[config.mk]
export PLATFORM = sky130hd
export DESIGN_NAME = pipe_hazard_ctrl
export DESIGN_NICKNAME = d
export VERILOG_FILES = /design/src/rtl/ctrl_pkg.sv /design/src/rtl/load_use_detect.sv /design/src/rtl/pipe_hazard_ctrl.sv
export SDC_FILE = /design/constraint.sdc
export NUM_CORES = 1
export LEC_CHECK = 0
export ABC_CLOCK_PERIOD_IN_PS = 6400
export CORE_MARGIN = 5
export CORE_UTILIZATION = 30
export CTS_BUF_LIST = sky130_fd_sc_hd__clkbuf_4
export DETAILED_ROUTE_END_ITERATION = 10
export HOLD_SLACK_MARGIN = 0.03
export PLACE_DENSITY = 0.67
export SLEW_MARGIN = 30
export SYNTH_ARGS = -nofsm -noshare
export SYNTH_HDL_FRONTEND = slang
export SYNTH_SLANG_ARGS = --single-unit
[constraint.sdc]
create_clock -name i_clk -period 6.4 [get_ports i_clk]
set_input_delay 1.6 -clock i_clk [delete_from_list [all_inputs] [get_ports i_clk]]
set_output_delay 1.6 -clock i_clk [all_outputs]
set_load 0.05 [all_outputs]
[src/rtl/ctrl_pkg.sv]
`default_nettype none
// ============================================================================
//  Module      : ctrl_pkg
//  Description : Constants shared by the pipeline control logic. Holds the
//                RV32 major opcodes the decode and hazard logic switch on,
//                and the state encoding of the hazard sequencer.
//  Revision    : 1.0 - initial release
// ============================================================================
package ctrl_pkg;

    // Major opcodes, instruction bits [6:0]
    localparam logic [6:0] LUI   = 7'b0110111;
    localparam logic [6:0] AUIPC = 7'b0010111;
    localparam logic [6:0] JAL   = 7'b1101111;
    localparam logic [6:0] JALR  = 7'b1100111;
    localparam logic [6:0] BCC   = 7'b1100011;
    localparam logic [6:0] LCC   = 7'b0000011;
    localparam logic [6:0] SCC   = 7'b0100011;
    localparam logic [6:0] MCC   = 7'b0010011;
    localparam logic [6:0] RCC   = 7'b0110011;
    localparam logic [6:0] SYS   = 7'b1110011;
    localparam logic [6:0] CUS   = 7'b0001011;

    // Hazard sequencer state encoding
    localparam logic [1:0] RUN      = 2'd0;
    localparam logic [1:0] FLUSH    = 2'd1;
    localparam logic [1:0] CUS_WAIT = 2'd2;
    localparam logic [1:0] HALTED   = 2'd3;

    typedef enum logic [1:0] {
        S_RUN      = RUN,
        S_FLUSH    = FLUSH,
        S_CUS_WAIT = CUS_WAIT,
        S_HALTED   = HALTED
    } hz_state_t;

endpackage : ctrl_pkg
`default_nettype wire

[src/rtl/load_use_detect.sv]
`default_nettype none
// ============================================================================
//  Module      : load_use_detect
//  Description : Purely combinational load-use hazard detect. Decodes which
//                source registers the decode-stage instruction actually reads
//                and compares them against the destination of a load in EX.
//  Ports       : i_inst        - instruction in decode
//                i_ex_rd       - destination register of the EX instruction
//                i_ex_is_load  - EX instruction is a load
//                o_hazard      - load-use hazard present
//  Revision    : 1.0 - initial release
// ============================================================================
module load_use_detect
    import ctrl_pkg::*;
(
    input  logic [31:0] i_inst,
    input  logic [4:0]  i_ex_rd,
    input  logic        i_ex_is_load,
    output logic        o_hazard
);

    logic [6:0] w_opcode;
    logic [4:0] w_rs1;
    logic [4:0] w_rs2;
    logic       w_rs1_used;
    logic       w_rs2_used;
    logic       w_unused_fields;

    assign w_opcode = i_inst[6:0];
    assign w_rs1    = i_inst[19:15];
    assign w_rs2    = i_inst[24:20];

    // U-type and JAL carry immediate bits in the rs1 field
    assign w_rs1_used = (w_opcode != LUI) && (w_opcode != AUIPC) && (w_opcode != JAL);
    // Only branches, stores and register-register ALU ops read rs2
    assign w_rs2_used = (w_opcode == BCC) || (w_opcode == SCC) || (w_opcode == RCC);

    assign o_hazard = i_ex_is_load && (i_ex_rd != 5'd0) &&
                      ((w_rs1_used && (w_rs1 == i_ex_rd)) ||
                       (w_rs2_used && (w_rs2 == i_ex_rd)));

    // Fields not involved in the operand-usage decode
    assign w_unused_fields = ^{i_inst[31:25], i_inst[14:7]};

endmodule : load_use_detect
`default_nettype wire

[src/rtl/pipe_hazard_ctrl.sv]
`default_nettype none
// ============================================================================
//  Module      : pipe_hazard_ctrl
//  Description : Central stall/flush sequencer of the 5-stage pipeline.
//                Resolves load-use hazards, taken-branch flush windows,
//                multi-cycle custom operations and debug halt/resume.
//                Optional macro PIPE_PERF_CNT_EN enables a saturating count
//                of HLT cycles on o_stall_cycles; otherwise it reads 0.
//  Ports       : i_clk / i_rst_n    - clock, async active-low reset
//                i_if_id_inst       - instruction in decode
//                i_id_ex_rd         - destination of EX instruction
//                i_id_ex_is_load    - EX instruction is a load
//                i_branch_taken     - branch resolved taken (pulse)
//                i_cus_start/done   - custom op issue / completion (pulses)
//                i_dbg_halt_req     - debug halt request (level)
//                i_dbg_resume       - debug resume (pulse)
//                o_hlt              - freeze PC, IF/ID, ID/EX
//                o_if_id_flush      - load NOP into IF/ID
//                o_id_ex_bubble     - load NOP into ID/EX
//                o_dbg_halt_ack     - pipeline halted
//                o_cus_err          - custom-op timeout pulse
//                o_stall_cycles     - count of HLT cycles
//  Revision    : 1.0 - initial release
// ============================================================================
module pipe_hazard_ctrl
    import ctrl_pkg::*;
#(
    parameter int FLUSH_CYC   = 2,
    parameter int CUS_TIMEOUT = 64,
    parameter int CNT_W       = 32
) (
    input  logic             i_clk,
    input  logic             i_rst_n,
    input  logic [31:0]      i_if_id_inst,
    input  logic [4:0]       i_id_ex_rd,
    input  logic             i_id_ex_is_load,
    input  logic             i_branch_taken,
    input  logic             i_cus_start,
    input  logic             i_cus_done,
    input  logic             i_dbg_halt_req,
    input  logic             i_dbg_resume,
    output logic             o_hlt,
    output logic             o_if_id_flush,
    output logic             o_id_ex_bubble,
    output logic             o_dbg_halt_ack,
    output logic             o_cus_err,
    output logic [CNT_W-1:0] o_stall_cycles
);

    localparam logic [3:0] c_flush_reload = 4'(FLUSH_CYC - 1);
    localparam logic [9:0] c_tout_last    = 10'(CUS_TIMEOUT - 1);

    hz_state_t  r_state;
    hz_state_t  w_state_nxt;
    logic [3:0] r_flush_cnt;
    logic [3:0] w_flush_cnt_nxt;
    logic [9:0] r_tout_cnt;
    logic [9:0] w_tout_cnt_nxt;

    logic w_load_use;
    logic w_hlt;
    logic w_flush;
    logic w_bubble;
    logic w_ack;
    logic w_err;

    load_use_detect u_load_use_detect (
        .i_inst       (i_if_id_inst),
        .i_ex_rd      (i_id_ex_rd),
        .i_ex_is_load (i_id_ex_is_load),
        .o_hazard     (w_load_use)
    );

    always_ff @(posedge i_clk or negedge i_rst_n) begin
        if (!i_rst_n) begin
            r_state     <= S_RUN;
            r_flush_cnt <= 4'd0;
            r_tout_cnt  <= 10'd0;
        end else begin
            r_state     <= w_state_nxt;
            r_flush_cnt <= w_flush_cnt_nxt;
            r_tout_cnt  <= w_tout_cnt_nxt;
        end
    end

    always_comb begin
        w_state_nxt     = r_state;
        w_flush_cnt_nxt = r_flush_cnt;
        w_tout_cnt_nxt  = r_tout_cnt;
        w_hlt           = 1'b0;
        w_flush         = 1'b0;
        w_bubble        = 1'b0;
        w_ack           = 1'b0;
        w_err           = 1'b0;

        case (r_state)
            S_RUN: begin
                if (i_branch_taken) begin
                    // Branch cycle is the first flush cycle; a one-cycle
                    // window needs no FLUSH state at all.
                    w_flush         = 1'b1;
                    w_bubble        = 1'b1;
                    w_flush_cnt_nxt = c_flush_reload;
                    w_state_nxt     = (FLUSH_CYC > 1) ? S_FLUSH : S_RUN;
                end else if (i_cus_start) begin
                    w_tout_cnt_nxt  = 10'd0;
                    w_state_nxt     = S_CUS_WAIT;
                end else if (w_load_use) begin
                    w_hlt           = 1'b1;
                    w_bubble        = 1'b1;
                end else if (i_dbg_halt_req) begin
                    w_state_nxt     = S_HALTED;
                end
            end

            S_FLUSH: begin
                if (i_branch_taken) begin
                    w_flush         = 1'b1;
                    w_bubble        = 1'b1;
                    w_flush_cnt_nxt = c_flush_reload;
                    w_state_nxt     = (FLUSH_CYC > 1) ? S_FLUSH : S_RUN;
                end else begin
                    if (r_flush_cnt != 4'd0) begin
                        w_flush         = 1'b1;
                        w_bubble        = 1'b1;
                        w_flush_cnt_nxt = r_flush_cnt - 4'd1;
                    end
                    // Leave as the counter reaches zero so no idle FLUSH
                    // cycle is spent with load-use detection disabled.
                    if (r_flush_cnt <= 4'd1) begin
                        w_state_nxt = S_RUN;
                    end
                end
            end

            S_CUS_WAIT: begin
                w_hlt = 1'b1;
                if (i_cus_done) begin
                    w_state_nxt = S_RUN;
                end else if (r_tout_cnt == c_tout_last) begin
                    w_err       = 1'b1;
                    w_state_nxt = S_RUN;
                end else begin
                    w_tout_cnt_nxt = r_tout_cnt + 10'd1;
                end
            end

            S_HALTED: begin
                w_hlt = 1'b1;
                w_ack = 1'b1;
                if (i_dbg_resume) begin
                    w_state_nxt = S_RUN;
                end
            end

            default: begin
                w_state_nxt = S_RUN;
            end
        endcase
    end

    // Input-driven RUN terms would otherwise leak through while reset is held
    assign o_hlt          = i_rst_n & w_hlt;
    assign o_if_id_flush  = i_rst_n & w_flush;
    assign o_id_ex_bubble = i_rst_n & w_bubble;
    assign o_dbg_halt_ack = i_rst_n & w_ack;
    assign o_cus_err      = i_rst_n & w_err;

`ifdef PIPE_PERF_CNT_EN
    logic [CNT_W-1:0] r_stall_cnt;

    always_ff @(posedge i_clk or negedge i_rst_n) begin
        if (!i_rst_n) begin
            r_stall_cnt <= '0;
        end else if (w_hlt && (r_stall_cnt != {CNT_W{1'b1}})) begin
            r_stall_cnt <= r_stall_cnt + CNT_W'(1);
        end
    end

    assign o_stall_cycles = r_stall_cnt;
`else
    assign o_stall_cycles = '0;
`endif

endmodule : pipe_hazard_ctrl
`default_nettype wire

==> summary.md, run 1 <==
| Metric | Value |
|---|---|
| Worst path slowest cell | `clkdlybuf4s50_1` |
| Nets | `259` |
| CP bufs+invs | `2` |
| Crit path launch type | `input pin` |
| Post-synth EDFFs | `0` |
| DP HPWL | `2430 um` |
| Final core utilization | `36.9%` |
| Final setup TNS | `0 ps` |
| Hold Path End | `r_tout_cnt[7]` |
| DR DRC count | `0` |
| Critical path class | `in2out` |
| Total core area | `0.00466 mm2` |
| CTS tree | `built` |
| Leakage | `0.741 nW` |
| Top post-synthesis cells by area | `dfrtp_1 (28%), buf_4 (17%), o21ai_0 (4.9%)` |
| Root Buffer | `clkbuf_4` |
| Clock tree buffer depth | `2` |
| Gr usage total | `9.64%` |
| Area grow syn2layout | `21.4%` |
| Ys async rst share | `100%` |
| Netlist cell types | `41` |
| Sequential-to-total area share from yosys stat | `28.2%` |
| Delay-heaviest family, CP | `buffers and inverters` |
| HP Class | `reg2reg` |
| Clock skew | `0.674 ps` |
| Final hold violations | `0` |
| Synth area leader | `dfrtp_1` |
| First-pass GRT wire length | `4860 um` |
| Vias in the first global route | `1102` |
| Crit path largest cell delay | `800 ps` |
| MaxCap Viol Count | `0` |
| RD Place Congestion | `0.752` |
| CP arrival | `4380 ps` |
| Min-delay src | `r_tout_cnt[7]` |
| Post-Syn Area | `0.00142 mm2` |
| CTS Buf Count | `3` |
| Worst path cell trace | `clkdlybuf4s50_1 > nor3_1 > o311a_1 > or4b_2 > a21oi_1 > o21a_1 > clkdlybuf4s50_1` |
| Post-DRT Antenna Nets | `0` |
| Initial Utilization | `30.4%` |
| Crit Path Max Fanout | `3` |
| Setup Buffers After CTS | `0` |
| Layout cells sized above 1 | `5.26%` |
| #FFs+latches synth | `16` |
| Die Y | `78.7 um` |
| Post-Syn Instances | `174` |
| RSZ-0062 raised after global routing | `no` |
| Clock sink count | `16` |
| Htree depth | `1` |
| Synth cell count leaders | `buf_4 (33), dfrtp_1 (16), nor2_1 (14), o21ai_0 (14), nand2_1 (12)` |
| Total wire length | `2960 um` |
| Multi-input logic area | `860 um2` |
| Antenna Cells | `0` |
| Critical register-to-register path startpoint | `r_tout_cnt[6]` |
| Peak VDD IR | `91.9 uV` |
| Most common cell in the netlist | `buf_4` |
| Post-CTS Hold Fix Bufs | `0` |
| Grt total ovfl | `0` |
| Finish-stage setup viols | `0` |
| Tcrit/Tclk final | `93.4%` |
| RR Endpoint | `r_tout_cnt[4]` |
| Top FF cell, synth | `dfrtp_1` |
| Power Dens Cells | `269 mW/mm2` |
| Reg2reg setup slack | `4010 ps` |
| Reg2reg path depth | `5` |
| Via count | `1175` |
| Site row count | `25` |
| Setup WS post-layout | `421 ps` |
| Worst relative slew slack | `56.7%` |
| Initial drt markers | `22` |
| Status | `complete, no violations` |
| Most used cell, CP | `clkdlybuf4s50_1` |
| WHS Path Cells | `1` |
| DIE AREA | `0.00620 mm2` |
| Slew Viols, Final | `0` |
| Sequential Area | `400 um2` |
| Dpl ws | `409 ps` |
| Vias/cell | `4.47` |
| # fillers | `491` |
| Slew of the pin with the lowest slew margin | `647 ps` |
| Crit. End Element | `output pin` |
| Post-synth top area share | `28.2%` |
| Yosys synthesis warning count | `0` |
| Num ports | `82` |
| Initial antenna violation count | `0` |
| Syn_area_per_cell | `8.15 um2` |
| Clock Latency Late Sink | `290 ps` |
| Post-CTS Resized | `0` |
| Detailed Routing Iterations Pass 1 | `4` |
| Port buffer count | `34` |
| Critical Path RT | `4800 ps` |
| Die X | `78.7 um` |
| Largest net degree at the start of global routing | `16` |
| Clk pin slew, worst setup/hold paths | `100 ps` |
| Fmax | `0.167 GHz` |
| Period minus WS final | `5980 ps` |
| Worst hold slack | `509 ps` |
| WL/cell | `11.2 um` |
==> power by group <==
group / switching [mW] / total (mW) / internal (mW) / leakage (nW)
registers: 0.0292 / 0.152 / 0.122 / 0.214
logic: 0.161 / 0.255 / 0.0934 / 0.511
clock network: 0.0336 / 0.0563 / 0.0227 / 0.0154
total: 0.224 / 0.463 / 0.239 / 0.741
==> routing by layer <==
metal | GRT usage [%] | part of all wire (%) | vias up
li1 | - | - | 613
met1 | 11.5 | 44 | 510
met2 | 15.8 | 43 | 50
met3 | 4.54 | 12 | 2
met4 | 2.10 | 0.64 | 0
met5 | 0 | 0 | -
==> per-stage QoR <==
step	area (um2)	total power [mW]	instances
6_report	1720	0.463	263
5_1_grt	1720	0.504	263
4_1_cts	1720	0.468	263
3_5_place_dp	1690	0.409	259
3_3_place_gp	1690	0.405	259
2_1_floorplan	1530	0.359	205
==> cell usage in the layout (no fill, tap or decap), types with 4 or more instances in the layout <==
master	n
nand2_1	12
nor3_1	6
ha_1	4
xor2_1	6
nand2b_1	5
xnor2_1	6
conb_1	32
inv_1	5
a21oi_1	8
clkdlybuf4s50_1	34
o21ai_0	14
nor2_1	14
and3_1	4
dfrtp_1	16
nand3_1	4
==> cell families after synthesis <==
kind of cell,Yosys count,synth area share [%]
AOI/OAI and AO/OA,38,18.1
DFF,16,28.2
buffers and inverters,40,19.3
adders and majority gates,4,3.53
and+or+nand+nor,63,23.1
xor gates and xnor gates,12,7.41
other,1,0.265
==> state kept, by name, summed over array words and instances (netlist names) <==
register / flops
r_flush_cnt: 4
r_state: 2
r_tout_cnt: 10
==> worst max-delay path by stage <==
stage | start | end | cells after the start
after floorplan | i_cus_start | o_hlt | 5
after global placement | i_cus_start | o_hlt | 7
final | i_cus_start | o_hlt | 7
after CTS | i_cus_start | o_hlt | 7
after detailed placement | i_cus_start | o_hlt | 7
after global routing | i_cus_start | o_hlt | 7
==> layout make-up <==
| type | instances | share of cell area (%) |
|---|---|---|
| multi-input combinational | 149 | 50.0 |
| tap | 54 | 3.93 |
| timing repair buffer | 35 | 20.2 |
| inverter | 5 | 1.09 |
| clock buffer | 3 | 1.31 |
| clock inverter | 1 | 0.218 |
| sequential | 16 | 23.3 |
No activity file was read; power rests on OpenSTA's default activity.
==> inputs of run 2 (changes only) <==
==> constraint.sdc (replaced) <==
create_clock -name i_clk -period 6.4 [get_ports i_clk]
set_input_delay 1.28 -clock i_clk [delete_from_list [all_inputs] [get_ports i_clk]]
set_output_delay 1.28 -clock i_clk [all_outputs]
set_load 0.05 [all_outputs]
==> run 2 against run 1 <==
  * Register-to-register slack hardly changed
  * Clock skew is 3.9 ps higher
  * Worst setup slack better by 640 ps
  * Global-route usage hardly changed
  * Flip-flop and latch count stayed put
  * Core utilization stayed put
  * Combinational power hardly changed
  * Fmax is 12% higher
  * Critical path depth stayed put
  * Total power hardly changed
==> summary.md, run 2 (synthesis results as in run 1) <==
| Metric | Value |
|---|---|
| Status | `complete, no violations` |
| Layout cells sized above 1 | `5.26%` |
| First-pass GRT wire length | `4930 um` |
| Clock skew | `4.61 ps` |
| Critical Path RT | `5120 ps` |
| DP HPWL | `2430 um` |
| Met1 Routed Length | `1200 um` |
| Largest regs | `r_tout_cnt (10), r_flush_cnt (4), r_state (2)` |
| Worst path slowest cell | `clkdlybuf4s50_1` |
| Power Dens Cells | `269 mW/mm2` |
| Total core area | `0.00466 mm2` |
| Antenna Cells | `0` |
| Nets | `259` |
| Critical path class | `in2out` |
| Worst relative slew slack | `63.3%` |
| Detailed Routing Iterations Pass 1 | `4` |
| Post-CTS Resized | `0` |
| Tcrit/Tclk final | `83.4%` |
| Htree depth | `1` |
| Slew Viols, Final | `0` |
| Delay-heaviest family, CP | `buffers and inverters` |
| Setup Buffers After CTS | `0` |
| Finish-stage setup viols | `0` |
| Initial drt markers | `30` |
| Clock tree buffer depth | `2` |
| Crit path largest cell delay | `810 ps` |
| Clk pin slew, worst setup/hold paths | `100 ps` |
| Final hold violations | `0` |
| Met2 WL | `1400 um` |
| Total wire length | `2990 um` |
| Crit Path Max Fanout | `3` |
| Via count | `1220` |
| Post-CTS Hold Fix Bufs | `0` |
| Initial antenna violation count | `0` |
| Initial Utilization | `30.4%` |
| Period minus WS final | `5340 ps` |
| MaxCap Viol Count | `0` |
| Final setup TNS | `0 ps` |
| Peak VDD IR | `106 uV` |
| Fmax | `0.187 GHz` |
| RD Place Congestion | `0.803` |
| Site row count | `25` |
| Met3 wire length | `383 um` |
| CP bufs+invs | `2` |
| CTS tree | `built` |
| Num ports | `82` |
| Clock Latency Late Sink | `290 ps` |
| Root Buffer | `clkbuf_4` |
| Die X | `78.7 um` |
| Setup WS post-layout | `1060 ps` |
| Vias/cell | `4.64` |
| Worst path cell trace | `clkdlybuf4s50_1 > nor3_1 > o311a_1 > or4b_2 > a21oi_1 > o21a_1 > clkdlybuf4s50_1` |
| Clock sink count | `16` |
| Area grow syn2layout | `21.4%` |
| Top Layer Used | `met4` |
| Vias in the first global route | `1173` |
| Largest net degree at the start of global routing | `22` |
| Crit path launch type | `input pin` |
| Grt total ovfl | `0` |
| CTS Buf Count | `3` |
| CP arrival | `4060 ps` |
| Gr usage total | `9.61%` |
| Slew of the pin with the lowest slew margin | `549 ps` |
| Die Y | `78.7 um` |
| Reg2reg setup slack | `4020 ps` |
| Final core utilization | `36.9%` |
| Dpl ws | `1060 ps` |
| Crit. End Element | `output pin` |
| Most used cell, CP | `clkdlybuf4s50_1` |
| RSZ-0062 raised after global routing | `no` |
| Most flops, register | `r_tout_cnt` |
| WL/cell | `11.4 um` |
| Most frequent cells in the layout | `clkdlybuf4s50_1 (34), conb_1 (32), dfrtp_1 (16)` |
| Port buffer count | `34` |
| HP Class | `reg2reg` |
| Leakage | `0.741 nW` |
| Post-DRT Antenna Nets | `0` |
| Commonest non-fill, non-tap cell in the layout | `clkdlybuf4s50_1` |
| DIE AREA | `0.00620 mm2` |
| Number of flip-flops under the largest register name | `10` |
| DR DRC count | `0` |
==> run 2: cell counts in the layout (fill, tap and decap cells not counted) <==
Identical to the previous run, type by type.
==> run 2: per-layer routing <==
metal / vias up / track usage (%)
met1: 551 / 11.0
met5: - / 0
met3: 2 / 4.65
met4: 0 / 1.40
li1: 612 / -
met2: 55 / 16.5
==> run 2: metrics by stage <==
stage          cells  hold slack, ps  area [um2]  total power, mW
6_report         263             510        1720            0.462
3_5_place_dp     259             489        1690            0.409
3_3_place_gp     259             487        1690            0.405
4_1_cts          263             510        1720            0.468
5_1_grt          263             552        1720            0.504
2_1_floorplan    205             461        1530            0.359
==> run 2: final timing paths <==
| path | start | to | cells past startpoint |
|---|---|---|---|
| min in group asynchronous | i_rst_n | r_tout_cnt[4] | 2 |
| hold / removal | r_tout_cnt[7] | r_tout_cnt[7] | 1 |
| setup reg to reg | r_tout_cnt[6] | r_tout_cnt[4] | 5 |
| max in group asynchronous | i_rst_n | r_flush_cnt[1] | 2 |
| setup / recovery | i_cus_start | o_hlt | 7 |
| hold reg to reg | r_tout_cnt[7] | r_tout_cnt[7] | 1 |
==> run 2: area by class of cell <==
class | instances | area (um2)
fillers | 479 | 2940
multi-input cells | 149 | 860
flip-flops and latches | 16 | 400
repair buffers | 35 | 348
well taps | 54 | 67.6
clock buffers | 3 | 22.5
inverters | 5 | 18.8
clock inverters | 1 | 3.75
==> run 2: worst reg2reg max path, delay by kind of cell, from the launching register on <==
family | cells | cell delay (ps)
compound gates | 4 | 1280
flops | 1 | 450
simple gates | 1 | 560
==> run 2: report_power, final <==
part | switching (mW) | internal (mW)
sequential | 0.0287 | 0.122
combinational | 0.161 | 0.0930
clock | 0.0341 | 0.0227
total | 0.224 | 0.238
==> inputs of run 3 (changes only) <==
Settings changed: ABC_CLOCK_PERIOD_IN_PS 6400 to 4500, PLACE_DENSITY 0.67 to 0.69.
Clock period 6.4 ns to 4.5 ns, I/O delays scaled along.
==> run 3 against run 2 <==
  * Cell area rose by 2.3%
  * Count of clock-buffer cells in the layout did not move
  * Worst hold slack got worse by 7.4 ps
  * Clock skew fell by 0.81 ps
  * Core utilization rose by 0.86 points
  * Sequential power rose by 43%
  * Worst setup slack got worse by 520 ps
  * Global-route usage fell by 0.41 points
  * Critical path depth did not move
  * Sequential share of layout area fell by 0.53 points
  * Register-to-register slack got worse by 2000 ps
  * First-iteration DRC count did not move
  * Critical path type unchanged
  * Critical endpoint unchanged
  * Largest power group unchanged
==> summary.md, run 3 (synthesis results as in run 1) <==
| Metric | Value |
|---|---|
| Root Buffer | `clkbuf_4` |
| Clock skew | `3.80 ps` |
| Detailed Routing Iterations Pass 1 | `4` |
| Area grow syn2layout | `24.2%` |
| Largest regs | `r_tout_cnt (10), r_flush_cnt (4), r_state (2)` |
| Number of flip-flops under the largest register name | `10` |
| Delay-heaviest family, CP | `simple AND/OR/NAND/NOR gates` |
| CTS Buf Count | `3` |
| Peak VDD IR | `190 uV` |
| Num ports | `82` |
| Post-CTS Resized | `0` |
| Design Area, Final | `0.00176 mm2` |
| Fmax | `0.253 GHz` |
| WHS Path Cells | `1` |
| Total wire length | `2930 um` |
| DR DRC count | `0` |
| Gr usage total | `9.20%` |
| Setup Buffers After CTS | `0` |
| Port buffer count | `34` |
| Most flops, register | `r_tout_cnt` |
| Clock sink count | `16` |
| WL/cell | `11.1 um` |
| Gr busiest metal | `met2` |
| Leakage | `0.760 nW` |
| Min-delay src | `r_tout_cnt[7]` |
| Grt total ovfl | `0` |
| GR Util met2 | `14.7%` |
| Site row count | `25` |
| Placement Cell Area | `0.00173 mm2` |
| Vias in the first global route | `1152` |
| Via count | `1231` |
| Initial drt markers | `30` |
| HP Class | `reg2reg` |
| Reg2reg path depth | `5` |
| Critical path class | `in2out` |
| Post-CTS Hold Fix Bufs | `0` |
| Post-DRT Antenna Nets | `0` |
| Clock Latency Late Sink | `290 ps` |
| Critical Path RT | `3600 ps` |
| Clock tree buffer depth | `2` |
| Finish-stage setup viols | `0` |
| Worst path cell trace | `clkdlybuf4s50_1 > nor3_1 > o311a_1 > or4b_2 > a21oi_1 > o21a_1 > buf_12` |
| Layout cells sized above 1 | `6.67%` |
| Antenna Cells | `0` |
| Final setup TNS | `0 ps` |
| Slew Viols, Final | `0` |
| Power Dens Cells | `384 mW/mm2` |
| Largest net degree at the start of global routing | `16` |
| Die Y | `78.7 um` |
| Htree depth | `1` |
| CTS tree | `built` |
| RR Endpoint | `r_tout_cnt[4]` |
| Reg2reg setup slack | `2060 ps` |
| DIE AREA | `0.00620 mm2` |
| Crit path largest cell delay | `610 ps` |
| Worst path slowest cell | `or4b_2` |
| Status | `complete, no violations` |
| Critical register-to-register path startpoint | `r_tout_cnt[6]` |
| Nets | `260` |
| CP arrival | `3050 ps` |
| Worst relative slew slack | `64.4%` |
| Crit. End Element | `output pin` |
| Most frequent cells in the layout | `conb_1 (32), clkdlybuf4s50_1 (32), dfrtp_1 (16)` |
| RSZ-0062 raised after global routing | `no` |
| M3 GR Usage | `4.08%` |
| Slew of the pin with the lowest slew margin | `533 ps` |
| Die X | `78.7 um` |
| Hold Path End | `r_tout_cnt[7]` |
| Crit Path Max Fanout | `3` |
| Initial antenna violation count | `0` |
| RD Place Congestion | `0.802` |
| GR Util met1 | `10.9%` |
| Total core area | `0.00466 mm2` |
| Crit path launch type | `input pin` |
| Final hold violations | `0` |
| CP bufs+invs | `2` |
| Period minus WS final | `3950 ps` |
| # fillers | `489` |
| Initial Utilization | `30.4%` |
| Vias/cell | `4.66` |
| Tcrit/Tclk final | `87.8%` |
| Clk pin slew, worst setup/hold paths | `100 ps` |
| DP HPWL | `2430 um` |
| MaxCap Viol Count | `0` |
| First-pass GRT wire length | `4710 um` |
-- run 3: cell types whose count changed in the layout (fill, tap and decap cells not counted) --
cell / change
buf_12: +3
clkdlybuf4s50_1: -2
-- run 3: per-stage QoR --
stage	total power [mW]	hold WS, ps	instances	setup slack [ps]	util (%)
CTS	0.679	502	264	548	37.8
finish	0.675	502	264	547	37.8
global placement	0.595	493	260	568	37.2
global route	0.723	528	264	452	37.8
detailed placement	0.599	483	260	555	37.2
floorplan	0.511	461	205	1050	-
-- run 3: worst max-delay path by stage --
stage,start,cells after the start,to,slack [ps]
6_report,i_cus_start,7,o_hlt,550
5_1_grt,i_cus_start,7,o_hlt,450
4_1_cts,i_cus_start,7,o_hlt,550
2_1_floorplan,i_cus_start,5,o_hlt,1050
3_5_place_dp,i_cus_start,7,o_hlt,550
3_3_place_gp,i_cus_start,7,o_hlt,570
-- run 3: layer usage --
metal  vias up  share of wire [%]
met2        60                 42
met1       549                 44
met4         0                1.3
li1        618                  -
met5         -                  0
met3         4                 13
-- run 3: final cells by class --
class                      instances  area, um2  share of cell area, %
clock buffer                       3       22.5                   1.28
clock inverter                     1       3.75                  0.213
inverter                           5       18.8                   1.07
multi-input combinational        149        860                   48.8
sequential                        16        400                   22.7
tap                               54       67.6                   3.84
timing repair buffer              36        388                   22.0
-- run 3: power breakdown --
group	leakage [nW]	internal, mW	switching [mW]
clock network	0.0154	0.0322	0.0477
logic	0.530	0.148	0.232
registers	0.214	0.174	0.0413
